### src/rtl/vga_timing_ctrl_pkg.sv
// Shared types and constants for the raster timing block: phase encoding, the
// shadowed timing configuration, and the CTRL.DIV field position used by the register block.
package vga_timing_ctrl_pkg;

  localparam int unsigned CtrlDivLsb = 3;
  localparam int unsigned CtrlDivMsb = 10;
  localparam int unsigned DivW       = CtrlDivMsb - CtrlDivLsb + 1;
  localparam int unsigned CntW       = 16;

  typedef enum logic [1:0] {
    PhVis,
    PhFp,
    PhSync,
    PhBp
  } vga_phase_e;

  typedef struct packed {
    logic [CntW-1:0] hvsize;
    logic [CntW-1:0] hfpsize;
    logic [CntW-1:0] hsyncsize;
    logic [CntW-1:0] hbpsize;
    logic [CntW-1:0] vvsize;
    logic [CntW-1:0] vfpsize;
    logic [CntW-1:0] vsyncsize;
    logic [CntW-1:0] vbpsize;
    logic            hspol;
    logic            vspol;
  } timing_cfg_t;

  function automatic vga_phase_e next_phase(input vga_phase_e ph);
    case (ph)
      PhVis:   return PhFp;
      PhFp:    return PhSync;
      PhSync:  return PhBp;
      default: return PhVis;
    endcase
  endfunction

  // RGB565 colour bars, left to right.
  function automatic logic [15:0] bar_colour(input logic [2:0] idx);
    case (idx)
      3'd0:    return 16'hFFFF;
      3'd1:    return 16'hFFE0;
      3'd2:    return 16'h07FF;
      3'd3:    return 16'h07E0;
      3'd4:    return 16'hF81F;
      3'd5:    return 16'hF800;
      3'd6:    return 16'h001F;
      default: return 16'h8410;
    endcase
  endfunction

endpackage

### src/rtl/vga_timing_ctrl_if.sv
// Timing outputs from the raster sequencer to the pad, pixel/FIFO and DMA/IRQ logic.
// The master side (vga_timing_ctrl) drives every signal.
interface vga_timing_ctrl_if #(
  parameter int unsigned CNT_W = vga_timing_ctrl_pkg::CntW
);
  logic             pix_tick;
  logic             hsync;
  logic             vsync;
  logic             de;
  logic [CNT_W-1:0] hpos;
  logic [CNT_W-1:0] vpos;
  logic             line_req;
  logic             frame_end;
  logic [15:0]      test_rgb;

  modport master (
    output pix_tick, hsync, vsync, de, hpos, vpos, line_req, frame_end, test_rgb
  );

  modport slave (
    input pix_tick, hsync, vsync, de, hpos, vpos, line_req, frame_end, test_rgb
  );
endinterface

### src/rtl/vga_timing_ctrl_porch_fsm.sv
// One VIS->FP->SYNC->BP phase sequencer with its in-phase counter.
// Used for both axes: horizontal advances on pixel ticks, vertical on line ends.
module vga_timing_ctrl_porch_fsm
  import vga_timing_ctrl_pkg::*;
#(
  parameter int unsigned CNT_W = CntW
) (
  input  logic             clk_i,
  input  logic             rst_n_i,
  input  logic             clr_i,
  input  logic             adv_i,
  input  logic [CNT_W-1:0] vis_size_i,
  input  logic [CNT_W-1:0] fp_size_i,
  input  logic [CNT_W-1:0] sync_size_i,
  input  logic [CNT_W-1:0] bp_size_i,
  output vga_phase_e       phase_o,
  output logic [CNT_W-1:0] cnt_o,
  output logic             last_o,
  output logic             wrap_o
);

  vga_phase_e       phase_q, phase_d;
  logic [CNT_W-1:0] cnt_q, cnt_d;
  logic [CNT_W-1:0] size;
  logic [CNT_W-1:0] last_val;

  always_comb begin
    case (phase_q)
      PhVis:   size = vis_size_i;
      PhFp:    size = fp_size_i;
      PhSync:  size = sync_size_i;
      default: size = bp_size_i;
    endcase
  end

  // A zero size still occupies one advance, so the counter never wraps.
  assign last_val = (size == '0) ? '0 : size - 1'b1;
  assign last_o   = (cnt_q == last_val);
  assign wrap_o   = adv_i && last_o && (phase_q == PhBp);
  assign phase_o  = phase_q;
  assign cnt_o    = cnt_q;

  always_comb begin
    phase_d = phase_q;
    cnt_d   = cnt_q;
    if (clr_i) begin
      phase_d = PhVis;
      cnt_d   = '0;
    end else if (adv_i) begin
      if (last_o) begin
        phase_d = next_phase(phase_q);
        cnt_d   = '0;
      end else begin
        cnt_d = cnt_q + 1'b1;
      end
    end
  end

  always_ff @(posedge clk_i or negedge rst_n_i) begin
    if (!rst_n_i) begin
      phase_q <= PhVis;
      cnt_q   <= '0;
    end else begin
      phase_q <= phase_d;
      cnt_q   <= cnt_d;
    end
  end

endmodule

### src/rtl/vga_timing_ctrl.sv
// Raster timing sequencer: pixel-tick divider, H/V porch FSMs, shadowed config, registered
// sync/DE/position/strobe outputs. Define VGA_TIMING_TEST_EN to enable the colour-bar pattern.
module vga_timing_ctrl
  import vga_timing_ctrl_pkg::*;
#(
  parameter int unsigned CNT_W = CntW,
  parameter int unsigned DIV_W = DivW
) (
  input  logic              clk_i,
  input  logic              rst_n_i,
  input  logic              en_i,
  input  logic [DIV_W-1:0]  div_i,
  input  logic              hspol_i,
  input  logic              vspol_i,
  input  logic              test_i,
  input  logic [CNT_W-1:0]  hvsize_i,
  input  logic [CNT_W-1:0]  hfpsize_i,
  input  logic [CNT_W-1:0]  hsyncsize_i,
  input  logic [CNT_W-1:0]  hbpsize_i,
  input  logic [CNT_W-1:0]  vvsize_i,
  input  logic [CNT_W-1:0]  vfpsize_i,
  input  logic [CNT_W-1:0]  vsyncsize_i,
  input  logic [CNT_W-1:0]  vbpsize_i,
  vga_timing_ctrl_if.master vga
);

  timing_cfg_t      live_cfg, cfg, shadow_q, shadow_d;
  logic             en_q;
  logic [DIV_W-1:0] dcnt_q, dcnt_d, div_q, div_d, div_cur;
  logic             tick, clr;

  vga_phase_e       h_phase, v_phase;
  logic [CNT_W-1:0] h_cnt, v_cnt;
  logic             h_last, v_last, line_end, frame_end, line_req, next_line_vis;

  logic             pix_tick_q, pix_tick_d, hact_q, hact_d, vact_q, vact_d;
  logic             hpol_q, hpol_d, vpol_q, vpol_d, de_q, de_d;
  logic [CNT_W-1:0] hpos_q, hpos_d, vpos_q, vpos_d;
  logic             line_req_q, line_req_d, frame_end_q, frame_end_d;

  assign live_cfg = '{hvsize: hvsize_i, hfpsize: hfpsize_i, hsyncsize: hsyncsize_i,
                      hbpsize: hbpsize_i, vvsize: vvsize_i, vfpsize: vfpsize_i,
                      vsyncsize: vsyncsize_i, vbpsize: vbpsize_i,
                      hspol: hspol_i, vspol: vspol_i};

  // The first enabled cycle runs straight off the inputs while the shadows capture them.
  assign cfg     = en_q ? shadow_q : live_cfg;
  assign div_cur = en_q ? div_q : div_i;
  assign clr     = ~en_i;
  assign tick    = en_i && (dcnt_q == div_cur);
  assign dcnt_d  = (!en_i || tick) ? '0 : dcnt_q + 1'b1;
  assign div_d   = (!en_q || tick) ? div_i : div_q;

  vga_timing_ctrl_porch_fsm #(.CNT_W(CNT_W)) u_hfsm (
    .clk_i      (clk_i),
    .rst_n_i    (rst_n_i),
    .clr_i      (clr),
    .adv_i      (tick),
    .vis_size_i (cfg.hvsize),
    .fp_size_i  (cfg.hfpsize),
    .sync_size_i(cfg.hsyncsize),
    .bp_size_i  (cfg.hbpsize),
    .phase_o    (h_phase),
    .cnt_o      (h_cnt),
    .last_o     (h_last),
    .wrap_o     (line_end)
  );

  vga_timing_ctrl_porch_fsm #(.CNT_W(CNT_W)) u_vfsm (
    .clk_i      (clk_i),
    .rst_n_i    (rst_n_i),
    .clr_i      (clr),
    .adv_i      (line_end),
    .vis_size_i (cfg.vvsize),
    .fp_size_i  (cfg.vfpsize),
    .sync_size_i(cfg.vsyncsize),
    .bp_size_i  (cfg.vbpsize),
    .phase_o    (v_phase),
    .cnt_o      (v_cnt),
    .last_o     (v_last),
    .wrap_o     (frame_end)
  );

  // Line after the current one is visible: more VIS lines remain, or the frame wraps.
  assign next_line_vis = ((v_phase == PhVis) && !v_last) || ((v_phase == PhBp) && v_last);
  assign line_req      = tick && (h_phase == PhSync) && h_last && next_line_vis;
  assign shadow_d      = (!en_q || frame_end) ? live_cfg : shadow_q;

  always_comb begin
    pix_tick_d  = 1'b0;
    hact_d      = 1'b0;
    vact_d      = 1'b0;
    hpol_d      = cfg.hspol;
    vpol_d      = cfg.vspol;
    de_d        = 1'b0;
    hpos_d      = '0;
    vpos_d      = '0;
    line_req_d  = 1'b0;
    frame_end_d = 1'b0;
    if (en_i) begin
      pix_tick_d  = tick;
      hact_d      = (h_phase == PhSync);
      vact_d      = (v_phase == PhSync);
      de_d        = (h_phase == PhVis) && (v_phase == PhVis);
      hpos_d      = (h_phase == PhVis) ? h_cnt : '0;
      vpos_d      = (v_phase == PhVis) ? v_cnt : '0;
      line_req_d  = line_req;
      frame_end_d = frame_end;
    end
  end

  always_ff @(posedge clk_i or negedge rst_n_i) begin
    if (!rst_n_i) begin
      en_q        <= 1'b0;
      dcnt_q      <= '0;
      div_q       <= '0;
      shadow_q    <= '0;
      pix_tick_q  <= 1'b0;
      hact_q      <= 1'b0;
      vact_q      <= 1'b0;
      hpol_q      <= 1'b0;
      vpol_q      <= 1'b0;
      de_q        <= 1'b0;
      hpos_q      <= '0;
      vpos_q      <= '0;
      line_req_q  <= 1'b0;
      frame_end_q <= 1'b0;
    end else begin
      en_q        <= en_i;
      dcnt_q      <= dcnt_d;
      div_q       <= div_d;
      shadow_q    <= shadow_d;
      pix_tick_q  <= pix_tick_d;
      hact_q      <= hact_d;
      vact_q      <= vact_d;
      hpol_q      <= hpol_d;
      vpol_q      <= vpol_d;
      de_q        <= de_d;
      hpos_q      <= hpos_d;
      vpos_q      <= vpos_d;
      line_req_q  <= line_req_d;
      frame_end_q <= frame_end_d;
    end
  end

  // While idle the sync pins follow the live polarity so the pads never glitch active.
  assign vga.hsync     = en_q ? (hact_q ~^ hpol_q) : ~hspol_i;
  assign vga.vsync     = en_q ? (vact_q ~^ vpol_q) : ~vspol_i;
  assign vga.pix_tick  = pix_tick_q;
  assign vga.de        = de_q;
  assign vga.hpos      = hpos_q;
  assign vga.vpos      = vpos_q;
  assign vga.line_req  = line_req_q;
  assign vga.frame_end = frame_end_q;

`ifdef VGA_TIMING_TEST_EN
  logic [2:0]       bar_q, bar_d;
  logic [CNT_W-1:0] bar_pix_q, bar_pix_d, bar_w, bar_last;
  logic [15:0]      rgb_q, rgb_d;

  assign bar_w    = cfg.hvsize >> 3;
  assign bar_last = (bar_w == '0) ? '0 : bar_w - 1'b1;

  always_comb begin
    bar_d     = bar_q;
    bar_pix_d = bar_pix_q;
    if (!en_i || (h_phase != PhVis)) begin
      bar_d     = '0;
      bar_pix_d = '0;
    end else if (tick) begin
      if (bar_pix_q == bar_last) begin
        bar_pix_d = '0;
        if (bar_q != 3'd7) bar_d = bar_q + 3'd1;
      end else begin
        bar_pix_d = bar_pix_q + 1'b1;
      end
    end
  end

  assign rgb_d = (en_i && test_i && de_d) ? bar_colour(bar_q) : 16'h0;

  always_ff @(posedge clk_i or negedge rst_n_i) begin
    if (!rst_n_i) begin
      bar_q     <= '0;
      bar_pix_q <= '0;
      rgb_q     <= '0;
    end else begin
      bar_q     <= bar_d;
      bar_pix_q <= bar_pix_d;
      rgb_q     <= rgb_d;
    end
  end

  assign vga.test_rgb = rgb_q;
`else
  logic unused_test;
  assign unused_test  = test_i;
  assign vga.test_rgb = 16'h0;
`endif

endmodule

### src/flat_wrapper.sv
// flat-port wrapper written by rule: the top's interface ports become plain ports
module vga_timing_ctrl_flat import vga_timing_ctrl_pkg::*;
#(
  parameter int unsigned CNT_W = CntW,
  parameter int unsigned DIV_W = DivW
)
  (clk_i, rst_n_i, en_i, div_i, hspol_i, vspol_i, test_i, hvsize_i, hfpsize_i, hsyncsize_i, hbpsize_i, vvsize_i, vfpsize_i, vsyncsize_i, vbpsize_i, vga_pix_tick, vga_hsync, vga_vsync, vga_de, vga_hpos, vga_vpos, vga_line_req, vga_frame_end, vga_test_rgb);
  vga_timing_ctrl_if #(.CNT_W(CNT_W)) vga_i ();
  input  logic clk_i;
  input  logic rst_n_i;
  input  logic en_i;
  input  logic [DIV_W-1:0] div_i;
  input  logic hspol_i;
  input  logic vspol_i;
  input  logic test_i;
  input  logic [CNT_W-1:0] hvsize_i;
  input  logic [CNT_W-1:0] hfpsize_i;
  input  logic [CNT_W-1:0] hsyncsize_i;
  input  logic [CNT_W-1:0] hbpsize_i;
  input  logic [CNT_W-1:0] vvsize_i;
  input  logic [CNT_W-1:0] vfpsize_i;
  input  logic [CNT_W-1:0] vsyncsize_i;
  input  logic [CNT_W-1:0] vbpsize_i;
  output wire logic [$bits(vga_i.pix_tick)-1:0] vga_pix_tick;
  output wire logic [$bits(vga_i.hsync)-1:0] vga_hsync;
  output wire logic [$bits(vga_i.vsync)-1:0] vga_vsync;
  output wire logic [$bits(vga_i.de)-1:0] vga_de;
  output wire logic [$bits(vga_i.hpos)-1:0] vga_hpos;
  output wire logic [$bits(vga_i.vpos)-1:0] vga_vpos;
  output wire logic [$bits(vga_i.line_req)-1:0] vga_line_req;
  output wire logic [$bits(vga_i.frame_end)-1:0] vga_frame_end;
  output wire logic [$bits(vga_i.test_rgb)-1:0] vga_test_rgb;
  assign vga_pix_tick = vga_i.pix_tick;
  assign vga_hsync = vga_i.hsync;
  assign vga_vsync = vga_i.vsync;
  assign vga_de = vga_i.de;
  assign vga_hpos = vga_i.hpos;
  assign vga_vpos = vga_i.vpos;
  assign vga_line_req = vga_i.line_req;
  assign vga_frame_end = vga_i.frame_end;
  assign vga_test_rgb = vga_i.test_rgb;
  vga_timing_ctrl #(.CNT_W(CNT_W), .DIV_W(DIV_W)) u_core (.clk_i(clk_i), .rst_n_i(rst_n_i), .en_i(en_i), .div_i(div_i), .hspol_i(hspol_i), .vspol_i(vspol_i), .test_i(test_i), .hvsize_i(hvsize_i), .hfpsize_i(hfpsize_i), .hsyncsize_i(hsyncsize_i), .hbpsize_i(hbpsize_i), .vvsize_i(vvsize_i), .vfpsize_i(vfpsize_i), .vsyncsize_i(vsyncsize_i), .vbpsize_i(vbpsize_i), .vga(vga_i));
endmodule
### config.mk
export PLATFORM = sky130hd
export DESIGN_NAME = vga_timing_ctrl_flat
export DESIGN_NICKNAME = d
export VERILOG_FILES = /design/src/rtl/vga_timing_ctrl_pkg.sv /design/src/rtl/vga_timing_ctrl_if.sv /design/src/rtl/vga_timing_ctrl_porch_fsm.sv /design/src/rtl/vga_timing_ctrl.sv /design/src/flat_wrapper.sv
export SDC_FILE = /design/constraint.sdc
export NUM_CORES = 1
export LEC_CHECK = 0
export CAP_MARGIN = 20
export CORE_MARGIN = 5
export CORE_UTILIZATION = 40
export DETAILED_ROUTE_END_ITERATION = 8
export SYNTH_ARGS = -nofsm -noshare
export SYNTH_HDL_FRONTEND = slang
export SYNTH_SLANG_ARGS = --single-unit
### constraint.sdc
create_clock -name clk_i -period 13.4 [get_ports clk_i]
set_input_delay 2.01 -clock clk_i [delete_from_list [all_inputs] [get_ports clk_i]]
set_output_delay 2.01 -clock clk_i [all_outputs]
set_load 0.03 [all_outputs]
Yosys cells after proc, flatten, opt, wreduce, memory -nomap -nowiden
Index checks and enable logic that the tools add are counted.
- bits in registers: 223
- bits in latches: 0
- bits in writable memories: 0
- memory bits (read-only): 0
- input port bits: 142
- logic and storage cells: 106
- memories kept: 0
- $add $sub $neg: 5
- multipliers: 0
- divide/modulo/power cells: 0
- magnitude comparators: 0
- equal/unequal tests: 13
- shift-type cells: 0
- multiplexer cells: 33
- bitwise logic cells: 4
- reduce and logical (&&, ||, !) cells: 24
- operator list (kind ; number):
    two-way mux 16 bit ; 12
    two-way mux 130 bit ; 1
    case mux 16 bit (3 select lines) ; 2
    adder 16 x 1 -> 16 bit (second input constant) ; 2
    equality test 16 bit ; 2
    logical NOT 16 bit ; 2
    subtractor 16 x 1 -> 16 bit (second input constant) ; 2
    two-way mux 8 bit ; 2
    two-way mux 2 bit ; 6
    case mux 2 bit (3 select lines) ; 2
    logical AND 1 bit ; 11
    adder 8 x 1 -> 8 bit (second input constant) ; 1
    equality test 2 bit (second input constant) ; 4
    equality test 8 bit ; 1
    two-way mux 1 bit ; 8
    inequality test 2 x 1 -> 1 bit (second input constant) ; 4
    equality test 2 x 1 -> 1 bit (second input constant) ; 2
    logical NOT 2 bit ; 2
    logical OR 1 bit ; 4
    AND reduction 2 bit ; 2
    logical NOT 1 bit ; 3
    inverter 1 bit ; 2
    XNOR 1 bit ; 2

Depth between registers and ports, before layout
- word-level depth: 10
- depth in mapped cells: 23
- depth with buffers taken out: 16

Cells and area by module
Synthesis repeated with hierarchy kept, for this count alone.
- cells, all modules: 1278
- area total of the unflattened synthesis: 13802.0 µm²
- modules (own cells, without submodules) (module ; instances ; cells each ; area an instance (µm²)):
    vga_timing_ctrl ; 1 ; 600 ; 8632.0
    vga_timing_ctrl_porch_fsm ; 2 ; 339 ; 2585.0

Least setup slack after synthesis
Ideal clock, no wire load.
- path kind: in2reg
- start: input port hsyncsize_i[0]
- end: register u_core.shadow_q[66] (netlist bit)
- setup time: 127 ps
- arrival: 6062 ps
- required time: 13273 ps
- setup slack: 7210 ps
- cell stages on the path: 18
- cell sequence: a22oi_1 nand3_1 nand3_1 ha_1 buf_1 inv_1 a221oi_2 nand4_2 or4_1 buf_2 a311oi_1 a311oi_1 or4_1 nor4_4 a31o_2 buf_8 buf_8 mux2_1
- cells in the longest elaborated chain, start to end: 10
- ends and longest elaborated chain (element ; line ; RTL):
    start: declaration ; flat_wrapper.sv:18 ; input logic [CNT_W-1:0] hsyncsize_i;
    two-way mux 130 bit * ; vga_timing_ctrl.sv:47 ; assign cfg = en_q ? shadow_q : live_cfg;
    case mux 16 bit (3 select lines) * ; vga_timing_ctrl_porch_fsm.sv:28 ; case (phase_q)
    subtractor 16 x 1 -> 16 bit / logical NOT 16 bit (equally long branches) ; vga_timing_ctrl_porch_fsm.sv:37 ; assign last_val = (size == '0) ? '0 : size - 1'b1;
    two-way mux 16 bit * ; vga_timing_ctrl_porch_fsm.sv:37 ;
    equality test 16 bit * ; vga_timing_ctrl_porch_fsm.sv:38 ; assign last_o = (cnt_q == last_val);
    logical AND 1 bit * (4 in series) ; vga_timing_ctrl_porch_fsm.sv:39 ; assign wrap_o = adv_i && last_o && (phase_q == PhBp);
    logical OR 1 bit * ; vga_timing_ctrl.sv:87 ; assign shadow_d = (!en_q || frame_end) ? live_cfg : shadow_q;
    end signal: assignment ; vga_timing_ctrl.sv:132 ; shadow_q <= shadow_d;
    end: declaration ; vga_timing_ctrl.sv:27 ; timing_cfg_t live_cfg, cfg, shadow_q, shadow_d;
Mark *: on every way between the ends. The rest lies on a longest branch, timed or not.
A chain may end at the register's enable or synchronous reset.

Worst setup path in the final report
- start: input port hsyncsize_i[0]
- end: register u_core.shadow_q[87] (netlist bit)
Same word-level chain as after synthesis.

==> results.md <==
| Group | Quantity | This run |
| --- | --- | --- |
| timing | Final-report max-slew violation count | 0 |
| die | Core box area | 32,300 µm² |
| worst hold path | Type of the tightest min-delay check | flip-flop to flip-flop |
| worst setup path | Crit path cell chain | clkdlybuf4s50_1, a22oi_1, nand3_1, nand3_1, ha_1, inv_1, a221oi_2, nand4_2, or4_1, a311oi_1, a311oi_1, or4_1, nor4_4, a31o_4, buf_4, mux2_1 |
| worst setup path | Instance count on the critical path | 16 |
| logic synthesis | Mean Syn Cell Area | 10.4 µm² |
| run | Max-capacitance violation count | 0 |
| worst setup path | CP endpoint | u_core.shadow_q[87] |
| finish | Final core utilization | 49.2% |
| worst setup path | Startpoint Class | input port |
| die | Total Die Area | 36,200 µm² |
| logic synthesis | Number of cells produced by synthesis | 1,254 |
| cts | Clk_lat worst skew | 0.55 ns |
| global route | Number of global-route vias before repair | 10,100 |
| timing | Max Fclk | 131 MHz |
| global route | Met3 Usage GRT | 2.40% |
| cts | CTS HTree Levels | 1 |
| worst setup path | Critical path's slowest cell | sky130_fd_sc_hd__or4_1 |
| status | Outcome | finished, final reports clean |
| routing | Mean number of vias per cell | 5.56 |
| power and ir drop | Post-layout total power | 1.75 mW |
| cts | Maximum buffer depth of the clock tree | 3 |
| worst hold path | Hold_sp | u_core.shadow_q[126] |
| cts | Buffers inserted by post-CTS timing repair | 0 |
| placement | IO buf count | 178 |
| worst setup path | Worst Setup SP | hsyncsize_i[0] |
| routing | Total routed wirelength | 35.6 mm |
| logic synthesis | Sequential element share of the synthesized area | 42.9% |
| worst setup path | Critical Path AT | 8.05 ns |
| logic synthesis | Number of synthesized flops with an enable pin | 0 |
| routing | ANT nets after route | 0 |
| die | Number of cell rows | 66 |
| power and ir drop | Power density cells | 110 nW/µm² |
| worst setup path | Critical path's largest stage delay | 0.79 ns |
| timing | Max_slew headroom | 18.9% |
| global route | Most used routing layer | met1 |
| worst setup path | Buf/Inv on CP | 3 |
| worst setup path | Worst setup path category | input port to flip-flop |
| routing | Vias | 10,300 |
| logic synthesis | Number of synthesized register bits | 223 |
| global route | Global route overflow | 0 |
| global route | Maximum number of pins on one net before global-route repair | 95 |
| cts | Number of hold buffers added after cts | 0 |
| worst setup path | Required time at the worst-slack endpoint | 13.82 ns |
| finish | Area growth, synth to finish | 22.0% |
| worst setup path | Worst flop-to-flop path endpoint | u_core.shadow_q[87] |
| global route | Global routing usage on met2 | 28.7% |
| cts | Number of buffers created by CTS | 27 |
| power and ir drop | Worst vdd rail ir drop | 0.0000934 V |
| cts | Master cell of the clock root buffer | sky130_fd_sc_hd__clkbuf_16 |
| finish | Final #Nets | 1,549 |
| cts | Number of sinks handled by clock tree synthesis | 223 |
| timing | Final Hold Fails | 0 |
| global route | Number of antenna violations at the first check in global routing | 0 |
| cts | Clock tree from TritonCTS | built |
| worst setup path | Max Fanout on Critical Path | 47 |
| logic synthesis | Prevailing post-synth register cell | sky130_fd_sc_hd__dfrtp_1 |
| timing | Measured slew at the worst slew-check pin | 1.22 ns |
| logic synthesis | Post-synth cell types | 77 |
| global route | Global-route wire length before repair | 56.9 mm |
| timing | Setup-failing EPs final | 0 |
| logic synthesis | Fraction of synthesis flops using an asynchronous set or reset pin | 100% |
| logic synthesis | Syn Std Cell Area | 13,000 µm² |
| timing | Crit share post-route | 56.9% |
| die | Initial cell density of the core | 40.3% |
| worst setup path | Endpoint kind of the worst setup timing path | flip-flop |
| timing | Setup repair after global routing missed its margin | false |
| die | DIE HEIGHT | 190 µm |
| global route | M1 GR Usage | 29.8% |
| logic synthesis | Ys Warns | 0 |
| worst setup path | Reg2reg path depth | 17 |
| timing | Post-layout minimum cycle time | 7.63 ns |
| power and ir drop | P_leak | 6.57 nW |
| cts | Number of gates resized after CTS | 0 |
| global route | Gr usage total | 19.2% |
| timing | Worst setup skew after layout | 0.0118 ns |
| timing | Setup Total Neg Slack | 0 ns |
| routing | Post-route DRC violation count | 0 |
| finish | Proportion of layout cells with a drive suffix above 1 | 9.14% |
| worst setup path | Reg-to-Reg Start | u_core.u_hfsm.phase_o[1] |
| routing | Routed length per placed instance | 19.2 µm |
| routing | Initial DRT Pass Iterations | 5 |
| worst setup path | Worst-case register-to-register setup slack | 6.06 ns |
| routing | Violation count after the first detailed-routing iteration | 689 |
| die | Count of boundary I/O pins | 196 |
| placement | Last weighted congestion value of the routability-driven placer | 0.897 |
| worst setup path | CP top delay family | simple AND/OR/NAND/NOR gates |
| finish | Filler Cell Count | 3,025 |
| cts | Clock slew at reported path FFs | 0.06 ns |
| die | Horizontal extent of the die | 190 µm |
| placement | Post-detail-place hpwl | 25.2 mm |
==> power by group <==
group          internal (mW)  leakage [nW]  switching [mW]
Sequential             0.717          2.79          0.0233
Clock                  0.467         0.449           0.298
Combinational          0.115          3.33           0.126
==> area by class of cell <==
cell class	count	area, µm²	area share (%)
multi-input cells	916	6770	42.7
flip-flops and latches	223	5580	35.2
repair buffers	195	1930	12.2
clock buffers	36	739	4.66
well taps	442	553	3.48
clock inverters	12	188	1.18
inverters	29	109	0.686
diodes	1	2.50	0.0158
==> cells by family after synthesis <==
family | synth area share [%]
buf+inv | 5.56
simple gates | 14.3
compound gates | 15.2
other cells | 0.0288
xor+xnor | 4.25
fa+ha+maj | 1.44
mux | 16.3
flops | 42.9
==> cells in the final DEF (no fill, tap or decap), types with 12 or more instances in the layout <==
master / instances
sky130_fd_sc_hd__mux2_2: 50
sky130_fd_sc_hd__xor2_1: 22
sky130_fd_sc_hd__a32oi_1: 29
sky130_fd_sc_hd__nand2_1: 133
sky130_fd_sc_hd__and3_1: 54
sky130_fd_sc_hd__a211oi_1: 26
sky130_fd_sc_hd__clkdlybuf4s50_1: 176
sky130_fd_sc_hd__nand3_1: 36
sky130_fd_sc_hd__buf_4: 16
sky130_fd_sc_hd__a22oi_1: 71
sky130_fd_sc_hd__dfrtp_1: 222
sky130_fd_sc_hd__ha_1: 15
sky130_fd_sc_hd__mux2i_1: 46
sky130_fd_sc_hd__o21ai_0: 13
sky130_fd_sc_hd__inv_1: 28
sky130_fd_sc_hd__nand4_1: 14
sky130_fd_sc_hd__a21oi_1: 40
sky130_fd_sc_hd__nor2_1: 52
sky130_fd_sc_hd__xnor2_1: 36
sky130_fd_sc_hd__conb_1: 16
sky130_fd_sc_hd__mux2_1: 98
sky130_fd_sc_hd__nor3_1: 12
sky130_fd_sc_hd__clkbuf_16: 27
==> through the flow <==
step	cells	hold WS (ns)	setup WS, ns	cell area, µm²
after floorplan	1269	0.452	7.21	13100
after global placement	1804	0.461	5.19	14900
after detailed placement	1804	0.473	5.20	14900
after global routing	1853	0.497	5.37	15900
after CTS	1852	0.486	5.79	15800
final	1854	0.482	5.77	15900
==> cells in the mapped netlist, drive strengths merged, types with 3 or more instances <==
cell	count	area share, %
mux2i	46	3.5
o32ai	7	0.47
a311oi	3	0.20
o21ai	13	0.50
and4	5	0.34
or2	7	0.34
nor3	12	0.46
dfrtp	223	43
inv	28	0.81
and2	9	0.43
xnor2	36	2.4
nand2b	7	0.39
a222oi	7	0.54
a32o	4	0.31
nand3	36	1.4
a221oi	6	0.45
o21a	3	0.17
a21boi	4	0.23
o22ai	9	0.43
nand4	15	0.77
a22o	4	0.27
mux2	148	13
clkbuf	39	1.1
nand2	133	3.8
and3	54	2.6
o211ai	6	0.35
a21oi	40	1.5
nor4	9	0.55
or3	10	0.48
nand4b	3	0.20
a211oi	26	1.5
buf	62	3.6
nor2	52	1.5
a32oi	29	2.0
a2111oi	8	0.68
ha	15	1.4
xor2	22	1.5
a22oi	72	4.2
a31oi	5	0.24
or4	5	0.32
==> state kept, by name (all words and copies together), names as in the netlist, 2 cells and up <==
name                   flops
u_core.dcnt_q              8
u_core.u_vfsm.phase_o      2
u_core.div_q               8
u_core.u_hfsm.cnt_o       16
u_core.u_hfsm.phase_o      2
u_core.u_vfsm.cnt_o       16
u_core.vga.hpos           16
u_core.vga.vpos           16
u_core.shadow_q          130
==> worst min-delay path by stage <==
stage / slack (ns) / cells after the start / endpoint
global placement: 0.46 / 1 / u_core.shadow_q[95]
global route: 0.50 / 1 / u_core.shadow_q[105]
finish: 0.48 / 1 / u_core.shadow_q[126]
detailed placement: 0.47 / 1 / u_core.shadow_q[94]
floorplan: 0.45 / 1 / u_core.shadow_q[0]
CTS: 0.49 / 1 / u_core.shadow_q[94]
==> metal layers <==
metal	routed length [µm]	up-vias	share of wire, %
li1	-	4902	-
met1	17400	5098	49
met2	15600	276	44
met3	1780	37	5.0
met4	687	0	1.9
met5	0	-	0
Note: power is estimated with default switching activity, not from simulation.
